--- config.mk ---
export PLATFORM = sky130hd
export DESIGN_NAME = des_round_ctrl_flat
export DESIGN_NICKNAME = d
export VERILOG_FILES = /design/src/rtl/des_pkg.sv /design/src/rtl/des_round_ctrl_if.sv /design/src/rtl/des_key_sched_lut.sv /design/src/rtl/des_round_ctrl.sv /design/src/flat_wrapper.sv
export SDC_FILE = /design/constraint.sdc
export NUM_CORES = 1
export LEC_CHECK = 0
export ABC_AREA = 1
export CORE_MARGIN = 4
export CORE_UTILIZATION = 45
export CTS_CLUSTER_SIZE = 16
export DETAILED_ROUTE_END_ITERATION = 6
export MAX_ROUTING_LAYER = met4
export PLACE_DENSITY = 0.75
export REMOVE_ABC_BUFFERS = 1
export SKIP_CTS_REPAIR_TIMING = 1
export SLEW_MARGIN = 20
export SYNTH_ARGS = -nofsm -noshare
export SYNTH_HDL_FRONTEND = slang
export SYNTH_HIERARCHICAL = 1
export SYNTH_SLANG_ARGS = --single-unit
--- constraint.sdc ---
create_clock -name clk -period 1.3 [get_ports clk]
set_input_delay 0.26 -clock clk [delete_from_list [all_inputs] [get_ports clk]]
set_output_delay 0.26 -clock clk [all_outputs]
set_load 0.03 [all_outputs]
--- src/rtl/des_pkg.sv ---
// Shared DES round-controller types: FSM state encoding, round count, key schedules.
// The schedule tables are indexed by 0-based round number.
package des_pkg;

    localparam int DES_ROUNDS = 16;

    typedef enum logic [2:0] {
        ST_IDLE,
        ST_LOAD,
        ST_ROUND,
        ST_FINAL,
        ST_DONE
    } state_t;

    localparam logic KEY_DIR_LEFT  = 1'b0;
    localparam logic KEY_DIR_RIGHT = 1'b1;

    localparam logic [1:0] ENC_SHIFT [DES_ROUNDS] = '{
        2'd1, 2'd1, 2'd2, 2'd2, 2'd2, 2'd2, 2'd2, 2'd2,
        2'd1, 2'd2, 2'd2, 2'd2, 2'd2, 2'd2, 2'd2, 2'd1
    };

    // Round 0 of decryption reuses the PC-1 key as-is; that key equals K16.
    localparam logic [1:0] DEC_SHIFT [DES_ROUNDS] = '{
        2'd0, 2'd1, 2'd2, 2'd2, 2'd2, 2'd2, 2'd2, 2'd2,
        2'd1, 2'd2, 2'd2, 2'd2, 2'd2, 2'd2, 2'd2, 2'd1
    };

endpackage

--- src/rtl/des_round_ctrl_if.sv ---
// Handshake and datapath-strobe bundle between the DES round controller and its datapath/host.
// The abort input exists only when DES_ROUND_CTRL_ABORT_EN is defined.
interface des_round_ctrl_if;
    logic       in_valid;
    logic       in_decrypt;
    logic       in_ready;
    logic       ip_load;
    logic       round_en;
    logic [3:0] round_idx;
    logic [1:0] key_shift;
    logic       key_dir;
    logic       fp_load;
    logic       out_valid;
    logic       out_ready;
`ifdef DES_ROUND_CTRL_ABORT_EN
    logic       abort;
`endif

    modport master (
        output
`ifdef DES_ROUND_CTRL_ABORT_EN
               abort,
`endif
               in_valid, in_decrypt, out_ready,
        input  in_ready, ip_load, round_en, round_idx, key_shift, key_dir, fp_load, out_valid
    );

    modport slave (
        input
`ifdef DES_ROUND_CTRL_ABORT_EN
               abort,
`endif
               in_valid, in_decrypt, out_ready,
        output in_ready, ip_load, round_en, round_idx, key_shift, key_dir, fp_load, out_valid
    );
endinterface

--- src/rtl/des_key_sched_lut.sv ---
// Purpose: maps round number and mode to C/D rotate amount and direction.
// Latency: combinational, zero cycles.
// Backpressure: none; key_shift forced to 0 whenever active is low.
module des_key_sched_lut
    import des_pkg::*;
(
    input  logic [3:0] round_idx,
    input  logic       mode,
    input  logic       active,
    output logic [1:0] key_shift,
    output logic       key_dir
);

    always_comb begin
        key_dir   = mode ? KEY_DIR_RIGHT : KEY_DIR_LEFT;
        key_shift = 2'd0;
        if (active) begin
            key_shift = mode ? DEC_SHIFT[round_idx] : ENC_SHIFT[round_idx];
        end
    end

endmodule

--- src/rtl/des_round_ctrl.sv ---
// Purpose: sequences IP load, NUM_ROUNDS Feistel rounds and FP capture for one DES block (abort via DES_ROUND_CTRL_ABORT_EN).
// Latency: ip_load 1 cycle after accept, out_valid NUM_ROUNDS+3 cycles after accept.
// Backpressure: result held in DONE until out_ready; a new block may be accepted in that same cycle.
module des_round_ctrl
    import des_pkg::*;
#(
    parameter int NUM_ROUNDS = DES_ROUNDS
) (
    input  logic           clk,
    input  logic           rst_n,
    des_round_ctrl_if.slave bus
);

    localparam logic [3:0] LAST_ROUND = 4'(NUM_ROUNDS - 1);

    state_t     state;
    logic       mode;
    logic [3:0] round_cnt;
    logic       ip_load;
    logic       round_en;
    logic       fp_load;
    logic       out_valid;
    logic       accept;
    logic       abort_hit;

`ifdef DES_ROUND_CTRL_ABORT_EN
    assign abort_hit = bus.abort && (state != ST_IDLE);
`else
    assign abort_hit = 1'b0;
`endif

    assign bus.in_ready = (state == ST_IDLE) || ((state == ST_DONE) && bus.out_ready);
    assign accept       = bus.in_ready && bus.in_valid && !abort_hit;

    always_ff @(posedge clk) begin
        if (!rst_n) begin
            state     <= ST_IDLE;
            mode      <= 1'b0;
            round_cnt <= 4'd0;
            ip_load   <= 1'b0;
            round_en  <= 1'b0;
            fp_load   <= 1'b0;
            out_valid <= 1'b0;
        end else if (abort_hit) begin
            state     <= ST_IDLE;
            round_cnt <= 4'd0;
            ip_load   <= 1'b0;
            round_en  <= 1'b0;
            fp_load   <= 1'b0;
            out_valid <= 1'b0;
        end else begin
            case (state)
                ST_IDLE: begin
                    if (accept) begin
                        state   <= ST_LOAD;
                        mode    <= bus.in_decrypt;
                        ip_load <= 1'b1;
                    end
                end
                ST_LOAD: begin
                    state     <= ST_ROUND;
                    ip_load   <= 1'b0;
                    round_en  <= 1'b1;
                    round_cnt <= 4'd0;
                end
                ST_ROUND: begin
                    if (round_cnt == LAST_ROUND) begin
                        state     <= ST_FINAL;
                        round_en  <= 1'b0;
                        fp_load   <= 1'b1;
                        round_cnt <= 4'd0;
                    end else begin
                        round_cnt <= round_cnt + 4'd1;
                    end
                end
                ST_FINAL: begin
                    state     <= ST_DONE;
                    fp_load   <= 1'b0;
                    out_valid <= 1'b1;
                end
                ST_DONE: begin
                    // Draining the result and accepting the next block share one cycle.
                    if (bus.out_ready) begin
                        out_valid <= 1'b0;
                        if (accept) begin
                            state   <= ST_LOAD;
                            mode    <= bus.in_decrypt;
                            ip_load <= 1'b1;
                        end else begin
                            state <= ST_IDLE;
                        end
                    end
                end
                default: begin
                    state     <= ST_IDLE;
                    round_cnt <= 4'd0;
                    ip_load   <= 1'b0;
                    round_en  <= 1'b0;
                    fp_load   <= 1'b0;
                    out_valid <= 1'b0;
                end
            endcase
        end
    end

    assign bus.ip_load   = ip_load;
    assign bus.round_en  = round_en;
    assign bus.round_idx = round_cnt;
    assign bus.fp_load   = fp_load;
    assign bus.out_valid = out_valid;

    des_key_sched_lut u_key_sched (
        .round_idx (round_cnt),
        .mode      (mode),
        .active    (round_en),
        .key_shift (bus.key_shift),
        .key_dir   (bus.key_dir)
    );

endmodule
--- src/flat_wrapper.sv ---
// flat-port wrapper written by rule: the top's interface ports become plain ports
module des_round_ctrl_flat import des_pkg::*;
#(
    parameter int NUM_ROUNDS = DES_ROUNDS
)
  (clk, rst_n, bus_in_valid, bus_in_decrypt, bus_out_ready, bus_in_ready, bus_ip_load, bus_round_en, bus_round_idx, bus_key_shift, bus_key_dir, bus_fp_load, bus_out_valid);
  des_round_ctrl_if bus_i ();
  input  logic clk;
  input  logic rst_n;
  input wire logic [$bits(bus_i.in_valid)-1:0] bus_in_valid;
  input wire logic [$bits(bus_i.in_decrypt)-1:0] bus_in_decrypt;
  input wire logic [$bits(bus_i.out_ready)-1:0] bus_out_ready;
  output wire logic [$bits(bus_i.in_ready)-1:0] bus_in_ready;
  output wire logic [$bits(bus_i.ip_load)-1:0] bus_ip_load;
  output wire logic [$bits(bus_i.round_en)-1:0] bus_round_en;
  output wire logic [$bits(bus_i.round_idx)-1:0] bus_round_idx;
  output wire logic [$bits(bus_i.key_shift)-1:0] bus_key_shift;
  output wire logic [$bits(bus_i.key_dir)-1:0] bus_key_dir;
  output wire logic [$bits(bus_i.fp_load)-1:0] bus_fp_load;
  output wire logic [$bits(bus_i.out_valid)-1:0] bus_out_valid;
  assign bus_i.in_valid = bus_in_valid;
  assign bus_i.in_decrypt = bus_in_decrypt;
  assign bus_i.out_ready = bus_out_ready;
  assign bus_in_ready = bus_i.in_ready;
  assign bus_ip_load = bus_i.ip_load;
  assign bus_round_en = bus_i.round_en;
  assign bus_round_idx = bus_i.round_idx;
  assign bus_key_shift = bus_i.key_shift;
  assign bus_key_dir = bus_i.key_dir;
  assign bus_fp_load = bus_i.fp_load;
  assign bus_out_valid = bus_i.out_valid;
  des_round_ctrl #(.NUM_ROUNDS(NUM_ROUNDS)) u_core (.clk(clk), .rst_n(rst_n), .bus(bus_i));
endmodule
==> results.cfg, run 1 <==
[run_status]
status = finished, violations left
violations = setup timing

[drt]
drtAntennaViolNets = 0
vias = 718
first_pass_iters = 4
drc = 0
via_per_inst = 5.20
drt_iter0_drc = 39
finalWirelength_um = 1770
wl_per_cell_um = 12.8

[setup_path]
critPathTopFamily = flip-flops
worstSetupStartpointType = flip-flop
cp_num_buf_inv = 1
crit_path_top_delay_cell = dfxtp_4
max_stage_delay_ns = 0.37
rr_worst_depth = 9
cp_max_fo = 6
arrival_ns = 1.20
critPathRequiredTime_ns = 1.04
r2r_end = u_core/bus.round_idx[3]
crit_chain = o21ai_1, nand3_2, a21oi_2, buf_6
crit_type = flip-flop to output port
reg2reg_from = u_core/state[0]
setup.reg_to_reg.worst_slack_ns = 0.09
cp-end-kind = output port

[timing]
rsz0062_at_grt = true
fmax_mhz = 685
holdWs_ns = 0.464
finalHoldViolCount = 0
slew_viol_final = 0
setup_ws_ns = -0.159
setup_viol = 3
fin_crit_sh_pct = 112
relSlewSlack_pct = 78.4
tightest_slew_ns = 0.324
period_minus_slack_ns = 1.46
final.setup_skew_ns = 0.00133

[place]
hpwl_um = 1190
portBuffers = 16
placed_cells = 129
routabilityCongestion = 0.898

[synth]
yosysWarningCount = 6
yosys_register_bits = 12
synth-seq-area-share_pct = 37.8
yosysUniqueCellTypes = 21
netlist_area_um2 = 636
synth_area_leaders = dfxtp_1 38%, nand2_1 14%, nand3_1 7.9%, inv_1 7.7%, a21oi_1 7.1%
avgSynthCellArea_um2 = 6.83
synth_top_area_cell = dfxtp_1
netlist_instances = 93
synth_top_area_share_pct = 37.8

[min_path]
min_path_cells = 2
hp-class = flip-flop to flip-flop
hp-start = u_core/bus.ip_load
hold_path_end = u_core/bus.ip_load

[cts]
cts_tree = done
clk_pin_slew_ns = 0.07
cts.sinks = 12
cts-root-buf = clkbuf_4
clockBufferDepth = 2
worstSkewPairLatency_ns = 0.27
cts_made_buffers = 3
h-tree-depth = 1

[final_layout]
areaGrowthSynthToFinish_pct = 51.0
diodes = 0
fin_cells = 138
nFillCells = 99
final-seq-area_um2 = 256
drive_above_1_share_pct = 35.0
nets = 131
multiInputGateArea_um2 = 362

[flow_run]
cap_violations = 0

[floorplanning]
die_height_um = 45.6
dieWidth_um = 45.6
die_area_um2 = 2080
num_rows = 13
initial_utilization_pct = 48.2
num_io_pins = 17
core_area_um2 = 1320

[grt]
grt_pass1_vias = 645
gr-total-overflow = 0
grt_max_degree = 9
grt_pass1_wl_um = 2630
grt_usage_pct = 18.4
antenna_found_initial = 0

[power_and_ir_drop]
total_leakage_power_nw = 0.480
powerDensity_nw_per_um2 = 1400
max-vdd-ir-drop_mv = 0.968
-- layout by cell type, fill, tap and decap left out, types with 2 or more instances in the layout --
master and n:
inv_1 11, buf_6 2, clkbuf_4 3, nor2_4 2
a21oi_2 2, inv_2 3, o21ai_0 4, nand2_1 23
nand3_1 7, nor2_1 5, dlymetal6s2s_1 4, a21oi_1 8
dfxtp_1 7, clkdlybuf4s50_1 4, nand3_2 4, nand2_2 2
a211oi_1 2, dfxtp_4 4, buf_4 18
-- routing by layer --
layer | vias to the layer above | wire [um] | global-route usage (%)
li1 | 366 | - | -
met1 | 326 | 738 | 20.7
met2 | 24 | 883 | 27.6
met3 | 2 | 133 | 4.74
met4 | 0 | 11 | 13.5
met5 | - | 0 | -
-- synth_stat cells (all sizes together) --
master and n:
nand2 25, nand3b 1, ha 1, o21ai 5, a211oi 2, dfxtp 12, nand4 1, nor2 8
nor3 1, o21bai 1, buf 1, nand3 11, inv 14, a21oi 10
-- through the flow --
step                setup TNS [ns]  power [mW]  setup WS [ns]  instance area (um^2)  utilization [%]
finish                      -0.356        1.35         -0.159                   960             72.8
global route                -0.542        1.44         -0.210                   960             72.8
CTS                          -1.69        1.23         -0.258                   855             64.9
detailed placement         -0.0830       0.997        -0.0500                   832             63.2
global placement           -0.0194       0.985        -0.0194                   832             63.2
floorplan                   -0.638       0.805         -0.249                   628                -
-- registers in the layout, summed over array words and instances, names as in the netlist --
register	count
u_core/mode	1
u_core/bus.out_valid	1
u_core/bus.ip_load	1
u_core/bus.fp_load	1
u_core/bus.round_idx	4
u_core/state	3
u_core/bus.round_en	1
-- cell type report --
type                    count  area share [%]
clock buffers               3            2.35
inverters                  14            5.48
multi-input cells          66            37.7
flip-flops and latches     12            26.7
well taps                  15            1.96
repair buffers             28            25.8
-- worst register-to-register path, stage by stage, from the launching register on --
cell and delay, ns:
dfxtp_4 0.38, nor2_4 0.12, inv_2 0.05, buf_4 0.13
buf_4 0.14, nand2_2 0.12, nor2_1 0.06, nand2_1 0.05
nand2_1 0.05, nor2_1 0.07
-- power breakdown --
part           total [mW]  internal [mW]  switching, mW
clock network       0.225          0.107          0.118
logic               0.641          0.278          0.363
registers           0.481          0.424         0.0570
-- worst max path at each step --
stage	slack [ns]	to	cells after the start	from
after floorplan	-0.25	bus_key_shift[1]	4	u_core/bus.round_idx[2]
after global placement	-0.02	bus_in_ready	4	bus_out_ready
after detailed placement	-0.05	bus_in_ready	4	bus_out_ready
after CTS	-0.26	bus_key_shift[0]	5	u_core/bus.round_idx[1]
after global routing	-0.21	bus_key_shift[0]	4	u_core/bus.round_idx[1]
final	-0.16	bus_key_shift[0]	4	u_core/bus.round_idx[1]
-- cell families after synthesis --
kind of cell / Yosys count / synth area share, %
simple gates: 47 / 34.3
compound gates: 18 / 16.5
buf+inv: 15 / 9.45
flops: 12 / 37.8
fa+ha+maj: 1 / 1.97
Power figures use the tool's default switching activity.
==> inputs of run 2 (changes only) <==
--- a/config.mk
+++ b/config.mk
@@ -7,11 +7,11 @@
 export LEC_CHECK = 0
 export ABC_AREA = 1
 export CORE_MARGIN = 4
-export CORE_UTILIZATION = 45
+export CORE_UTILIZATION = 49
 export CTS_CLUSTER_SIZE = 16
 export DETAILED_ROUTE_END_ITERATION = 6
 export MAX_ROUTING_LAYER = met4
-export PLACE_DENSITY = 0.75
+export PLACE_DENSITY = 0.81
 export REMOVE_ABC_BUFFERS = 1
 export SKIP_CTS_REPAIR_TIMING = 1
 export SLEW_MARGIN = 20
==> constraint.sdc (replaced) <==
create_clock -name clk -period 1.79 [get_ports clk]
set_input_delay 0.358 -clock clk [delete_from_list [all_inputs] [get_ports clk]]
set_output_delay 0.358 -clock clk [all_outputs]
set_load 0.03 [all_outputs]
==> results.cfg, run 2 (synthesis results as in run 1) <==
[setup_path]
r2r_end = u_core/bus.round_idx[3]
max_stage_delay_ns = 0.68
crit_type = flip-flop to output port
cp_max_fo = 4
critPathTopFamily = buffers and inverters
cp_num_buf_inv = 1
setup.reg_to_reg.worst_slack_ns = 0.47
critPathRequiredTime_ns = 1.43
cp-end-kind = output port
worst-path-stages = 1
crit_chain = clkdlybuf4s50_1
crit_path_top_delay_cell = clkdlybuf4s50_1
rr_worst_depth = 7
worstSetupStartpointType = flip-flop
reg2reg_from = u_core/bus.round_idx[0]
arrival_ns = 1.34

[power_and_ir_drop]
max-vdd-ir-drop_mv = 0.889
powerDensity_nw_per_um2 = 1080
swShare_pct = 39.2
power_switching_uw = 361
p_seq_share_pct = 36.9
clkPwrFrac_pct = 23.1
power_uw = 922
total_leakage_power_nw = 0.402
comb_power_share_pct = 40.1
power.internal_uw = 561

[cts]
cts.sinks = 12
cts-root-buf = clkbuf_4
cts_tree = done
h-tree-depth = 1
worstSkewPairLatency_ns = 0.27
clockBufferDepth = 2
clk_pin_slew_ns = 0.08
cts_made_buffers = 3

[timing]
tightest_slew_ns = 0.339
final.setup_skew_ns = 0.00805
rsz0062_at_grt = false
fin_crit_sh_pct = 94.6
finalHoldViolCount = 0
setup_ws_ns = 0.0969
period_minus_slack_ns = 1.69
slew_viol_final = 0
fmax_mhz = 591
setup_viol = 0
holdWs_ns = 0.465
relSlewSlack_pct = 77.4

[min_path]
hp-class = flip-flop to flip-flop
hp-start = u_core/bus.fp_load
min_path_cells = 2
hold_path_end = u_core/bus.fp_load

[drt]
first_pass_iters = 4
finalWirelength_um = 1490
drc = 0
vias = 683
wl_per_cell_um = 11.7
drt_iter0_drc = 32
via_per_inst = 5.38
drtAntennaViolNets = 0

[place]
dpl_worst_slack_ns = 0.244
portBuffers = 16
hpwl_um = 1040
placed_cells = 123
placed_cell_area_um2 = 806
routabilityCongestion = 0.892

[floorplanning]
die_height_um = 44.0
die_area_um2 = 1940
num_io_pins = 17
dieWidth_um = 44.0
num_rows = 12
initial_utilization_pct = 55.0
core_area_um2 = 1160

[final_layout]
diodes = 0
nets = 120
nFillCells = 94
final_common_cell = nand2_1
areaGrowthSynthToFinish_pct = 33.7
largest_reg_flops = 4
final_cell_mix = 24 x nand2_1, 13 x inv_1, 12 x dfxtp_1, 10 x clkdlybuf4s50_1, 10 x nand3_1
final_area_um2 = 850
fin_cells = 127
drive_above_1_share_pct = 14.2

[grt]
gr-total-overflow = 0
grt_usage_pct = 18.9
grt_max_degree = 10
antenna_found_initial = 0
grt_pass1_wl_um = 2620
grt_pass1_vias = 597

[flow_run]
cap_violations = 0

[run_status]
status = complete, no violations
==> run 2: cell types whose count changed in the layout (fill, tap and decap cells not counted), sizes merged <==
| cell | previous run | this run |
|---|---|---|
| buf | 20 | 4 |
| dlymetal6s2s | 4 | 3 |
| clkbuf | 3 | 4 |
| clkdlybuf4s50 | 4 | 10 |
==> run 2: worst min-delay path: cells and delay by family, from the launching register on <==
family             cells  cell delay, ns
and+or+nand+nor        1            0.06
AOI/OAI and AO/OA      1            0.05
DFF                    1            0.31
==> run 2: metal layers <==
layer	global-route usage, %	part of all wire (%)	vias to the layer above
met5	-	0	-
met4	7.23	3.0	0
met3	6.10	9.4	10
met2	28.5	48	42
met1	23.2	40	287
li1	-	-	344
==> run 2: per-stage QoR <==
step,util (%),TNS [ns]
after floorplan,-,0
after global placement,69.7,0
after global routing,73.5,0
after CTS,72.8,-0.0430
final,73.5,0
after detailed placement,69.7,0
==> run 2: power by group through the flow <==
stage                     sequential [mW]  clock (mW)  combinational (mW)
after global routing                0.347       0.238               0.405
final                               0.340       0.213               0.369
after floorplan                     0.386           0               0.199
after detailed placement            0.345           0               0.358
after CTS                           0.339       0.221               0.364
after global placement              0.343           0               0.355
==> run 2: cell type report <==
cell class / instances / area (um^2) / share of cell area (%)
Multi-Input combinational cell: 66 / 335 / 39.5
Sequential cell: 12 / 240 / 28.3
Timing Repair Buffer: 17 / 168 / 19.7
Inverter: 14 / 52.6 / 6.19
Clock buffer: 4 / 36.3 / 4.27
Tap cell: 14 / 17.5 / 2.06
==> run 2: worst max path at each step <==
stage | start | endpoint | slack (ns)
after global routing | u_core/bus.round_en | bus_round_en | 0.01
final | u_core/bus.round_en | bus_round_en | 0.1
after CTS | u_core/bus.round_idx[2] | bus_round_idx[2] | -0.04
after global placement | bus_out_ready | bus_in_ready | 0.28
after floorplan | u_core/bus.round_idx[2] | bus_key_shift[1] | 0.14
after detailed placement | bus_out_ready | bus_in_ready | 0.24
==> inputs of run 3 (changes only) <==
--- a/config.mk
+++ b/config.mk
@@ -5,13 +5,14 @@
 export SDC_FILE = /design/constraint.sdc
 export NUM_CORES = 1
 export LEC_CHECK = 0
-export ABC_AREA = 1
+export ABC_AREA = 0
+export CAP_MARGIN = 20
 export CORE_MARGIN = 4
-export CORE_UTILIZATION = 49
+export CORE_UTILIZATION = 50
 export CTS_CLUSTER_SIZE = 16
 export DETAILED_ROUTE_END_ITERATION = 6
 export MAX_ROUTING_LAYER = met4
-export PLACE_DENSITY = 0.81
+export PLACE_DENSITY = 0.8
 export REMOVE_ABC_BUFFERS = 1
 export SKIP_CTS_REPAIR_TIMING = 1
 export SLEW_MARGIN = 20
==> results.cfg, run 3 <==
[run_status]
status = complete, no violations

[timing]
period_minus_slack_ns = 1.74
tightest_slew_ns = 0.336
final.setup_skew_ns = 0.00214
fin_crit_sh_pct = 97.5
fmax_mhz = 573
setup_viol = 0
relSlewSlack_pct = 77.6
holdWs_ns = 0.492
setup_tns_ns = 0
finalHoldViolCount = 0
slew_viol_final = 0

[setup_path]
worstSetupEndpoint = bus_key_shift[0]
cp_max_fo = 8
crit_start = u_core/bus.round_idx[2]
worst-path-stages = 4
arrival_ns = 1.39
reg2reg_from = u_core/bus.round_idx[1]
cp_num_buf_inv = 2
crit_chain = buf_6, a2111oi_4, o21a_1, buf_6
rr_worst_depth = 5
critPathRequiredTime_ns = 1.43
critPathTopFamily = compound AO/OA/AOI/OAI gates
setup.reg_to_reg.worst_slack_ns = 0.34
cp-end-kind = output port
crit_type = flip-flop to output port
path_common_cell = buf_6
worstSetupStartpointType = flip-flop
max_stage_delay_ns = 0.33
crit_path_top_delay_cell = dfxtp_2
r2r_end = u_core/bus.fp_load

[power_and_ir_drop]
power_mw = 1.30
total_leakage_power_nw = 0.487
max-vdd-ir-drop_mv = 1.01
powerDensity_nw_per_um2 = 1320

[cts]
worstSkewPairLatency_ns = 0.27
cts.sinks = 12
clk_pin_slew_ns = 0.07
h-tree-depth = 1
cts-root-buf = clkbuf_4
cts_tree = done
cts_made_buffers = 3
clockBufferDepth = 2

[grt]
grt_usage_pct = 17.7
gr-total-overflow = 0
grt_pass1_wl_um = 2590
grt_max_degree = 11
antenna_found_initial = 0
grt_pass1_vias = 619

[place]
hpwl_um = 1200
portBuffers = 16
routabilityCongestion = 0.804
placed_cells = 119

[floorplanning]
die_area_um2 = 2070
die_height_um = 45.5
num_io_pins = 17
initial_utilization_pct = 53.5
dieWidth_um = 45.5
num_rows = 13
core_area_um2 = 1320

[synth]
synth_ff_type = dfxtp_1
yosysMostFrequentCell = dfxtp_1
avgSynthCellArea_um2 = 8.70
yosys_register_bits = 12
yosysUniqueCellTypes = 43
synth_area_leaders = dfxtp_1 34%, a21oi_1 5.7%, nand2b_1 3.6%, nor2b_1 3.6%, nor2_1 3.2%
synth_top_area_cell = dfxtp_1
netlist_area_um2 = 704
synthTopCellsByCount = 12 x dfxtp_1, 8 x a21oi_1, 6 x nor2_1, 4 x nand2b_1, 4 x nor2b_1
synth_top_area_share_pct = 34.1
netlist_instances = 81
synthArstFlopShare_pct = 0
synth-seq-area-share_pct = 34.1
synth_edf_count = 0
yosysWarningCount = 6

[drt]
wl_per_cell_um = 13.8
finalWirelength_um = 1670
drt_iter0_drc = 21
drc = 0
drtAntennaViolNets = 0
vias = 706
first_pass_iters = 4
via_per_inst = 5.83

[final_layout]
drive_above_1_share_pct = 24.5
nFillCells = 100
areaGrowthSynthToFinish_pct = 40.1
nets = 114
final_cell_mix = 9 x buf_4, 9 x dfxtp_1, 8 x clkdlybuf4s50_1, 8 x a21oi_1
diodes = 0
largest_reg_flops = 4
fin_cells = 121

[flow_run]
cap_violations = 0

[min_path]
hp-class = flip-flop to flip-flop
hp-start = u_core/bus.fp_load
## run 3: changes by cell type after synthesis, sizes merged, moves of 2 or more
cell / delta
nand2: -24
inv: -10
nand3: -8
nand2b: +4
nor2b: +4
buf: +3
a211oi: -2
a21oi: -2
## run 3: final cells by class
type	count	area, um^2	share of cell area [%]
Clock buffer	3	22.5	2.28
Multi-Input combinational cell	60	427	43.2
Timing Repair Buffer	26	256	26.0
Inverter	5	18.8	1.90
Sequential cell	12	244	24.7
Tap cell	15	18.8	1.90
## run 3: logic make-up after synthesis
| group | count (synthesis) | share of synthesized area [%] |
|---|---|---|
| AO/OA/AOI/OAI | 25 | 25.9 |
| XOR/XNOR | 1 | 1.24 |
| adder cells (fa/ha/maj) | 1 | 1.78 |
| buffers and inverters | 9 | 7.10 |
| flip-flops | 12 | 34.1 |
| multiplexers | 1 | 1.60 |
| AND/OR/NAND/NOR | 32 | 28.2 |
## run 3: tightest hold or removal path, stage by stage (launching register included)
cell     delay, ns
dfxtp_1       0.31
o21ai_0       0.07
a21oi_1       0.07
## run 3: worst min path at each step
stage                          to  cells after the start
4_1_cts        u_core/bus.fp_load                      2
3_3_place_gp   u_core/bus.fp_load                      2
3_5_place_dp   u_core/bus.fp_load                      2
2_1_floorplan     u_core/state[0]                      1
5_1_grt        u_core/bus.fp_load                      2
6_report       u_core/bus.fp_load                      2
## run 3: metal layers
| layer | GRT usage [%] | wire length (um) | up-vias |
|---|---|---|---|
| li1 | - | - | 352 |
| met1 | 19.6 | 705 | 327 |
| met2 | 29.5 | 822 | 23 |
| met3 | 2.37 | 115 | 4 |
| met4 | 11.1 | 30 | 0 |
| met5 | - | 0 | - |
## run 3: where the power goes
part	total, mW	internal (mW)	switching [mW]
registers	0.406	0.329	0.0771
logic	0.734	0.342	0.392
clock network	0.161	0.0778	0.0828
total	1.30	0.749	0.552
## run 3: per-stage QoR
step | util, % | worst slack, ns | area, um^2
final | 74.9 | 0.0450 | 987
after global routing | 74.9 | -0.0212 | 987
after CTS | 72.3 | -0.254 | 952
after detailed placement | 70.6 | 0.0422 | 930
after global placement | 70.6 | 0.0548 | 930
after floorplan | - | 0.137 | 673
